===== src/rtl/logic_unit_pkg.sv =====
// Shared constants for the shared bitwise logic unit and its two-port arbiter.
package logic_unit_pkg;

    localparam int DEFAULT_WIDTH = 64;
    localparam int DEFAULT_OPW   = 2;

    typedef enum logic [1:0] {
        OP_AND  = 2'b00,
        OP_OR   = 2'b01,
        OP_XOR  = 2'b10,
        OP_ANDN = 2'b11
    } op_e;

    localparam logic REQ0 = 1'b0;
    localparam logic REQ1 = 1'b1;

endpackage


===== src/rtl/logic_unit_alu.sv =====
// Purely combinational WIDTH-bit bitwise unit: AND, OR, XOR and AND-NOT.
module logic_unit
    import logic_unit_pkg::*;
#(
    parameter int WIDTH = DEFAULT_WIDTH
) (
    input  logic [1:0]       i_op,
    input  logic [WIDTH-1:0] i_a,
    input  logic [WIDTH-1:0] i_b,
    output logic [WIDTH-1:0] o_result
);

    always_comb begin
        o_result = '0;
        case (i_op)
            OP_AND:  o_result = i_a & i_b;
            OP_OR:   o_result = i_a | i_b;
            OP_XOR:  o_result = i_a ^ i_b;
            OP_ANDN: o_result = i_a & ~i_b;
            default: o_result = '0;
        endcase
    end

endmodule


===== src/rtl/logic_unit_arbiter.sv =====
// Round-robin sharing of one logic unit between two valid/ready requesters,
// with a single registered response slot and a saturating stall counter.
module logic_unit_arbiter
    import logic_unit_pkg::*;
#(
    parameter int WIDTH = DEFAULT_WIDTH,
    parameter int OPW   = DEFAULT_OPW
) (
    input  logic             clk,
    input  logic             reset,
    input  logic             req0_valid,
    output logic             req0_ready,
    input  logic [OPW-1:0]   req0_op,
    input  logic [WIDTH-1:0] req0_a,
    input  logic [WIDTH-1:0] req0_b,
    input  logic             req1_valid,
    output logic             req1_ready,
    input  logic [OPW-1:0]   req1_op,
    input  logic [WIDTH-1:0] req1_a,
    input  logic [WIDTH-1:0] req1_b,
    output logic             resp_valid,
    input  logic             resp_ready,
    output logic             resp_id,
    output logic [WIDTH-1:0] resp_result,
    output logic [15:0]      busy_cycles
);

    logic             r_resp_valid;
    logic             r_resp_id;
    logic [WIDTH-1:0] r_resp_result;
    logic [15:0]      r_busy_cycles;
    logic             r_last_grant;

    logic             w_slot_free;
    logic             w_grant_valid;
    logic             w_grant_id;
    logic             w_accept;
    logic [OPW-1:0]   w_op;
    logic [WIDTH-1:0] w_a;
    logic [WIDTH-1:0] w_b;
    logic [WIDTH-1:0] w_result;

    assign w_slot_free = !r_resp_valid || resp_ready;

    // On a tie the requester that did not win the last accept goes next.
    always_comb begin
        w_grant_valid = 1'b0;
        w_grant_id    = REQ0;
        if (req0_valid && req1_valid) begin
            w_grant_valid = 1'b1;
            w_grant_id    = ~r_last_grant;
        end else if (req0_valid) begin
            w_grant_valid = 1'b1;
            w_grant_id    = REQ0;
        end else if (req1_valid) begin
            w_grant_valid = 1'b1;
            w_grant_id    = REQ1;
        end
    end

    assign req0_ready = w_slot_free && w_grant_valid && (w_grant_id == REQ0);
    assign req1_ready = w_slot_free && w_grant_valid && (w_grant_id == REQ1);
    assign w_accept   = w_slot_free && w_grant_valid;

    assign w_op = (w_grant_id == REQ1) ? req1_op : req0_op;
    assign w_a  = (w_grant_id == REQ1) ? req1_a  : req0_a;
    assign w_b  = (w_grant_id == REQ1) ? req1_b  : req0_b;

    logic_unit #(
        .WIDTH (WIDTH)
    ) u_logic_unit (
        .i_op     (w_op[1:0]),
        .i_a      (w_a),
        .i_b      (w_b),
        .o_result (w_result)
    );

    // A new accept overwrites the slot even while it is being drained.
    always_ff @(posedge clk or posedge reset) begin
        if (reset) begin
            r_resp_valid  <= 1'b0;
            r_resp_id     <= REQ0;
            r_resp_result <= '0;
            r_last_grant  <= REQ1;
        end else if (w_accept) begin
            r_resp_valid  <= 1'b1;
            r_resp_id     <= w_grant_id;
            r_resp_result <= w_result;
            r_last_grant  <= w_grant_id;
        end else if (r_resp_valid && resp_ready) begin
            r_resp_valid  <= 1'b0;
        end
    end

    always_ff @(posedge clk or posedge reset) begin
        if (reset) begin
            r_busy_cycles <= '0;
        end else if (r_resp_valid && !resp_ready && (r_busy_cycles != 16'hFFFF)) begin
            r_busy_cycles <= r_busy_cycles + 16'd1;
        end
    end

    assign resp_valid  = r_resp_valid;
    assign resp_id     = r_resp_id;
    assign resp_result = r_resp_result;
    assign busy_cycles = r_busy_cycles;

endmodule


===== config.mk =====
export PLATFORM = sky130hd
export DESIGN_NAME = logic_unit_arbiter
export DESIGN_NICKNAME = d
export VERILOG_FILES = /design/src/rtl/logic_unit_pkg.sv /design/src/rtl/logic_unit_alu.sv /design/src/rtl/logic_unit_arbiter.sv
export SDC_FILE = /design/constraint.sdc
export NUM_CORES = 1
export LEC_CHECK = 0
export BUFFER_PORTS_ARGS = -buffer_cell sky130_fd_sc_hd__buf_2
export CAP_MARGIN = 20
export CORE_UTILIZATION = 45
export DETAILED_ROUTE_END_ITERATION = 12
export PLACE_DENSITY_LB_ADDON = 0.12
export SYNTH_ARGS = -nofsm -noshare
export SYNTH_HDL_FRONTEND = slang
export SYNTH_HIERARCHICAL = 1
export SYNTH_SLANG_ARGS = --single-unit
export TNS_END_PERCENT = 10

===== constraint.sdc =====
create_clock -name clk -period 3 [get_ports clk]
set_input_delay 0.3 -clock clk [delete_from_list [all_inputs] [get_ports clk]]
set_output_delay 0.3 -clock clk [all_outputs]
set_load 0.03 [all_outputs]

After elaboration in Yosys (flattened, before gate mapping)
Index checks and enable logic that the tools add are counted.

Logic and storage cells: 40. Bits in registers: 83. Input bits: 265.

Reductions and logical operators: 12. Add/sub/neg operators: 1. Bitwise gates (word level): 7. Muxes and demuxes: 11. Equal/unequal tests: 4.

Operators with widths (number): $pmux 64 s4 (1); $and 64x64->64 (2); $mux 64 (2); $not 64->64 (1); $or 64x64->64 (1); $xor 64x64->64 (1); $add 16x1->16 const B (1); $ne 16x16->1 const B (1); $logic_and 1x1->1 (7); $mux 1 (7); $eq 2x2->1 const B (2); $eq 2x1->1 const B (1); $logic_not 1->1 (2); $logic_not 2->1 (1); $mux 2 (1); $not 1->1 (2); $reduce_bool 2->1 (1); $logic_or 1x1->1 (1).

Logic depth before layout (Yosys ltp)
Depth after elaboration: 7. Depth in mapped cells: 11.

By module
Netlist, hierarchy kept.

Modules (own cells, without submodules): logic_unit_arbiter (cells an instance 497, area an instance 4842.1 sq um, instances 1, sequential area each 2078.2 sq um); logic_unit (cells an instance 552, area an instance 3485.8 sq um, instances 1, sequential area each 0.0 sq um).

Worst setup path after synthesis
No wires, ideal clock.

Path kind: reg2reg. Start: register r_last_grant. End: register r_resp_result[52], in the netlist resp_result[52]. Data required time: 2883 ps. Library setup time: 117 ps. Path buffers: 3. Stages on the path, launching flop included: 12. Path slack: 517 ps. Period minus slack after synthesis: 2483 ps. Data arrival time: 2366 ps. Cells stage by stage: dfstp_2 > a21boi_1 > clkbuf_1 > mux2_2 > inv_1 > ha_1 > buf_2 > clkbuf_1 > a221oi_1 > a21oi_1 > nand2_1 > nand2_1.

Elaborated cells on any way between the ends: 15. Classes of those cells: eq/ne (3); mux (5); bitwise (6); reduce/logical (1).

RTL lines: from (decl) (RTL line logic_unit_arbiter.sv:32) `logic r_last_grant;`; from (signal assigned) (RTL line logic_unit_arbiter.sv:89) `r_last_grant <= w_grant_id;`; $not 1->1 * (RTL line logic_unit_arbiter.sv:51) `w_grant_id = ~r_last_grant;`; $mux 1 * (RTL line logic_unit_arbiter.sv:49) `if (req0_valid && req1_valid) begin`; $mux 2 * (RTL line logic_unit_arbiter.sv:65) `assign w_op = (w_grant_id == REQ1) ? req1_op : req0_op;`; net w_op[0] (RTL line logic_unit_arbiter.sv:38) `logic [OPW-1:0] w_op;`; $eq 2x2->1 (tied with other cells) (RTL line logic_unit_alu.sv:15) `case (i_op)`; $pmux 64 s4 * (RTL line logic_unit_alu.sv:15); net w_result[52] (RTL line logic_unit_arbiter.sv:41) `logic [WIDTH-1:0] w_result;`; to (signal assigned) (RTL line logic_unit_arbiter.sv:88) `r_resp_result <= w_result;`; to (decl) (RTL line logic_unit_arbiter.sv:30) `logic [WIDTH-1:0] r_resp_result;`.

The timed path passes the listed nets; every way through them passes the cells marked *. A chain may end at the register's enable or synchronous reset.

Final worst setup path
Start: register r_last_grant. End: register r_resp_result[15], in the netlist resp_result[15].

Same word-level chain as after synthesis.

==> metrics.txt <==
clk root buf clkbuf_16; Routed met1 length 9.65 mm; CP Data Required Time roughly 3.3 ns; max-cap viol count 0; total negative setup slack 0 ns; syn avg cell area around 7.9 sq um; CTS tree built; post-layout util 0.585; RSZ-0062 raised after global routing false; via count 7,964; post-CTS setup buffers 0; WHS around 0.012 ns; pre-CTS setup slack approximately 0.36 ns; Syn Inst Count about 1,000; WS Path Type reg2reg; worst reg2reg path depth 8; most common cell after layout, fill and taps aside buf_2; clk_lat worst skew 0.34 ns; Max VDD drop roughly 270 uV; DP Cell Count between 1,500 and 2,000; sequence of cells on the critical path a21boi_4, mux2_2, inv_1, ha_4, a221oi_1, a21oi_1, nand2_1, nand2_1; layout cells sized above 1 0.386; critical path's top delay family compound AO/OA/AOI/OAI gates; Netlist Area Pre-Place 0.00833 sq mm; row cnt 49; post-synthesis net count between 1,000 and 1,500; via density per instance ~5; Die Height between 100 and 150 microns; CTS HTree Levels 3; post-DP HPWL about 17 mm; DRT Pass-1 Iters 4; Post-synth EDFFs 0; DP Area 0.0103 sq mm; PwrDens 512 mW/mm^2; DR WL met3 between 1 and 1.5 mm; Reg-to-Reg End resp_result[15]; Startpoint Class flop; Non-Filler Instances approximately 1,600; DIE AREA 0.0191 sq mm; most used cell, CP nand2_1; CTS Buffer Depth 2; Ports about 350; Slowest-stage cell, CP ha_4; core area approximately 0.018 sq mm; worst reg2reg setup slack 0.50 ns; FFs w/ async S/R, synth 1.00; ANT nets after route 0; crit end category flop; WL met2 between 10 and 15 mm; CTS Hold Bufs 0; CP Buf/Inv Count 1; Min-Delay Path Class in2async; Tot GR Track Use 0.250; DRT Wirelength 23.2 mm; total power about 5.4 mW; R2R Path Start r_last_grant; most frequent cells in the layout buf_2, nand2_1, inv_1, mux2_2, dfrtp_1; Clock Skew 0.00658 ns; clock period minus worst slack between 2 and 3 ns; Yosys reg bits 83; Initial Util 0.462; Max-slew headroom 0.471; largest net degree at the start of global routing 75; final worst slack between 0.4 and 0.5 ns; grt ovf 0; crit share post-route 0.835; Final Max Slew Viols 0; Post-route DRC 0; leakage power between 6 and 7 nW; port bufs between 300 and 400; CP Data Arrival Time between 2 and 3 ns; final setup fails 0; TritonCTS Buffers 9; first-pass GRT wire length a little under 40 mm; actual slew at the worst max-slew pin approximately 0.79 ns; Iter 0 DRT Violations around 250; Die Wd approximately 140 microns; Area Growth Syn to Fin 26.6%; CP peak stage delay between 0.6 and 0.7 ns; sequential area share after synthesis 0.250; Fmax achieved ~0.40 GHz; Finished Cell Area 0.0105 sq mm; outcome finished clean; Resize count post-CTS 0; Routed wire per std cell 14.5 microns; CTS Sinks 83; top routing layer used met4; Placer Congestion 0.809; Synth Warn # 6; NumNets Final approximately 1,700; Clock transition at path regs about 0.070 ns; antenna violations before repair 1; final hold violations 0; unique cell type count in the Yosys netlist 39; number of global-route vias before repair approximately 8,000; CP max FO 64; Synth Flop Type dfrtp_1
[worst max-delay path by stage]
stage / startpoint / endpoint / slack [ns] / depth (start not counted)
floorplan: r_last_grant / resp_result[52] / 0.52 / 11
global placement: req1_valid / resp_result[11] / 0.42 / 9
detailed placement: req1_valid / resp_result[15] / 0.36 / 9
CTS: r_last_grant / resp_result[15] / 0.46 / 8
global route: r_last_grant / resp_result[11] / 0.26 / 8
finish: r_last_grant / resp_result[15] / 0.50 / 8
[cells by family (layout without fill, tap and decap cells)]
group / count (synthesis) / count (layout) / synth area share
and+or+nand+nor: 296 / 296 / 0.146
buffers and inverters: 259 / 576 / 0.131
AOI/OAI and AO/OA: 133 / 133 / 0.111
muxes: 131 / 131 / 0.177
DFF: 83 / 83 / 0.250
xor gates and xnor gates: 79 / 79 / 0.0831
adders and majority gates: 68 / 68 / 0.102
other: 0 / 1 / 0
[report_power, final]
part | internal (mW) | switching [mW] | leakage [nW] | total, mW
registers | 1.40 | 0.200 | 1.05 | 1.60
clock network | 0.577 | 0.519 | 0.137 | 1.10
logic | 1.02 | 1.68 | 4.88 | 2.71
total | 3.00 | 2.40 | 6.07 | 5.40
[worst register-to-register path, delay by kind of cell, from the launching register on]
family / cells / cell delay, ns
AO/OA/AOI/OAI: 3 / 0.70
flip-flops: 1 / 0.39
adder cells (fa/ha/maj): 1 / 0.67
buffers and inverters: 1 / 0.11
AND/OR/NAND/NOR: 2 / 0.14
multiplexers: 1 / 0.43
[registers in the layout, indices dropped and copies added, names as in the netlist]
register,cells
resp_result,64
resp_valid,1
r_last_grant,1
resp_id,1
busy_cycles,16
[area by class of cell]
| class | count | area (sq um) |
|---|---|---|
| diodes | 1 | 2.50 |
| clock buffers | 9 | 225 |
| clock inverters | 7 | 60.1 |
| fillers | 1733 | 7480 |
| inverters | 196 | 737 |
| multi-input cells | 707 | 5220 |
| flip-flops and latches | 83 | 2080 |
| well taps | 229 | 287 |
| repair buffers | 364 | 1940 |
[cell usage after synthesis, types with 3 or more instances]
master / number / area share
ha_1: 68 / 0.10
buf_12: 3 / 0.0072
dfrtp_1: 82 / 0.25
nor3_1: 5 / 0.0030
xor2_1: 76 / 0.080
nand4_1: 3 / 0.0023
a21oi_1: 64 / 0.038
nand3_1: 3 / 0.0018
mux2_2: 130 / 0.18
inv_1: 196 / 0.088
a221oi_1: 64 / 0.067
buf_2: 18 / 0.011
buf_8: 3 / 0.0054
nand2_1: 263 / 0.12
nor2_1: 8 / 0.0036
buf_1: 4 / 0.0018
xnor2_1: 3 / 0.0032
clkbuf_1: 33 / 0.015
[routing by layer]
metal	vias up	GRT usage
li1	4028	-
met1	3650	0.291
met2	256	0.461
met3	30	0.0433
met4	0	0.0839
met5	-	0
Note: power is estimated with default switching activity, not from simulation.
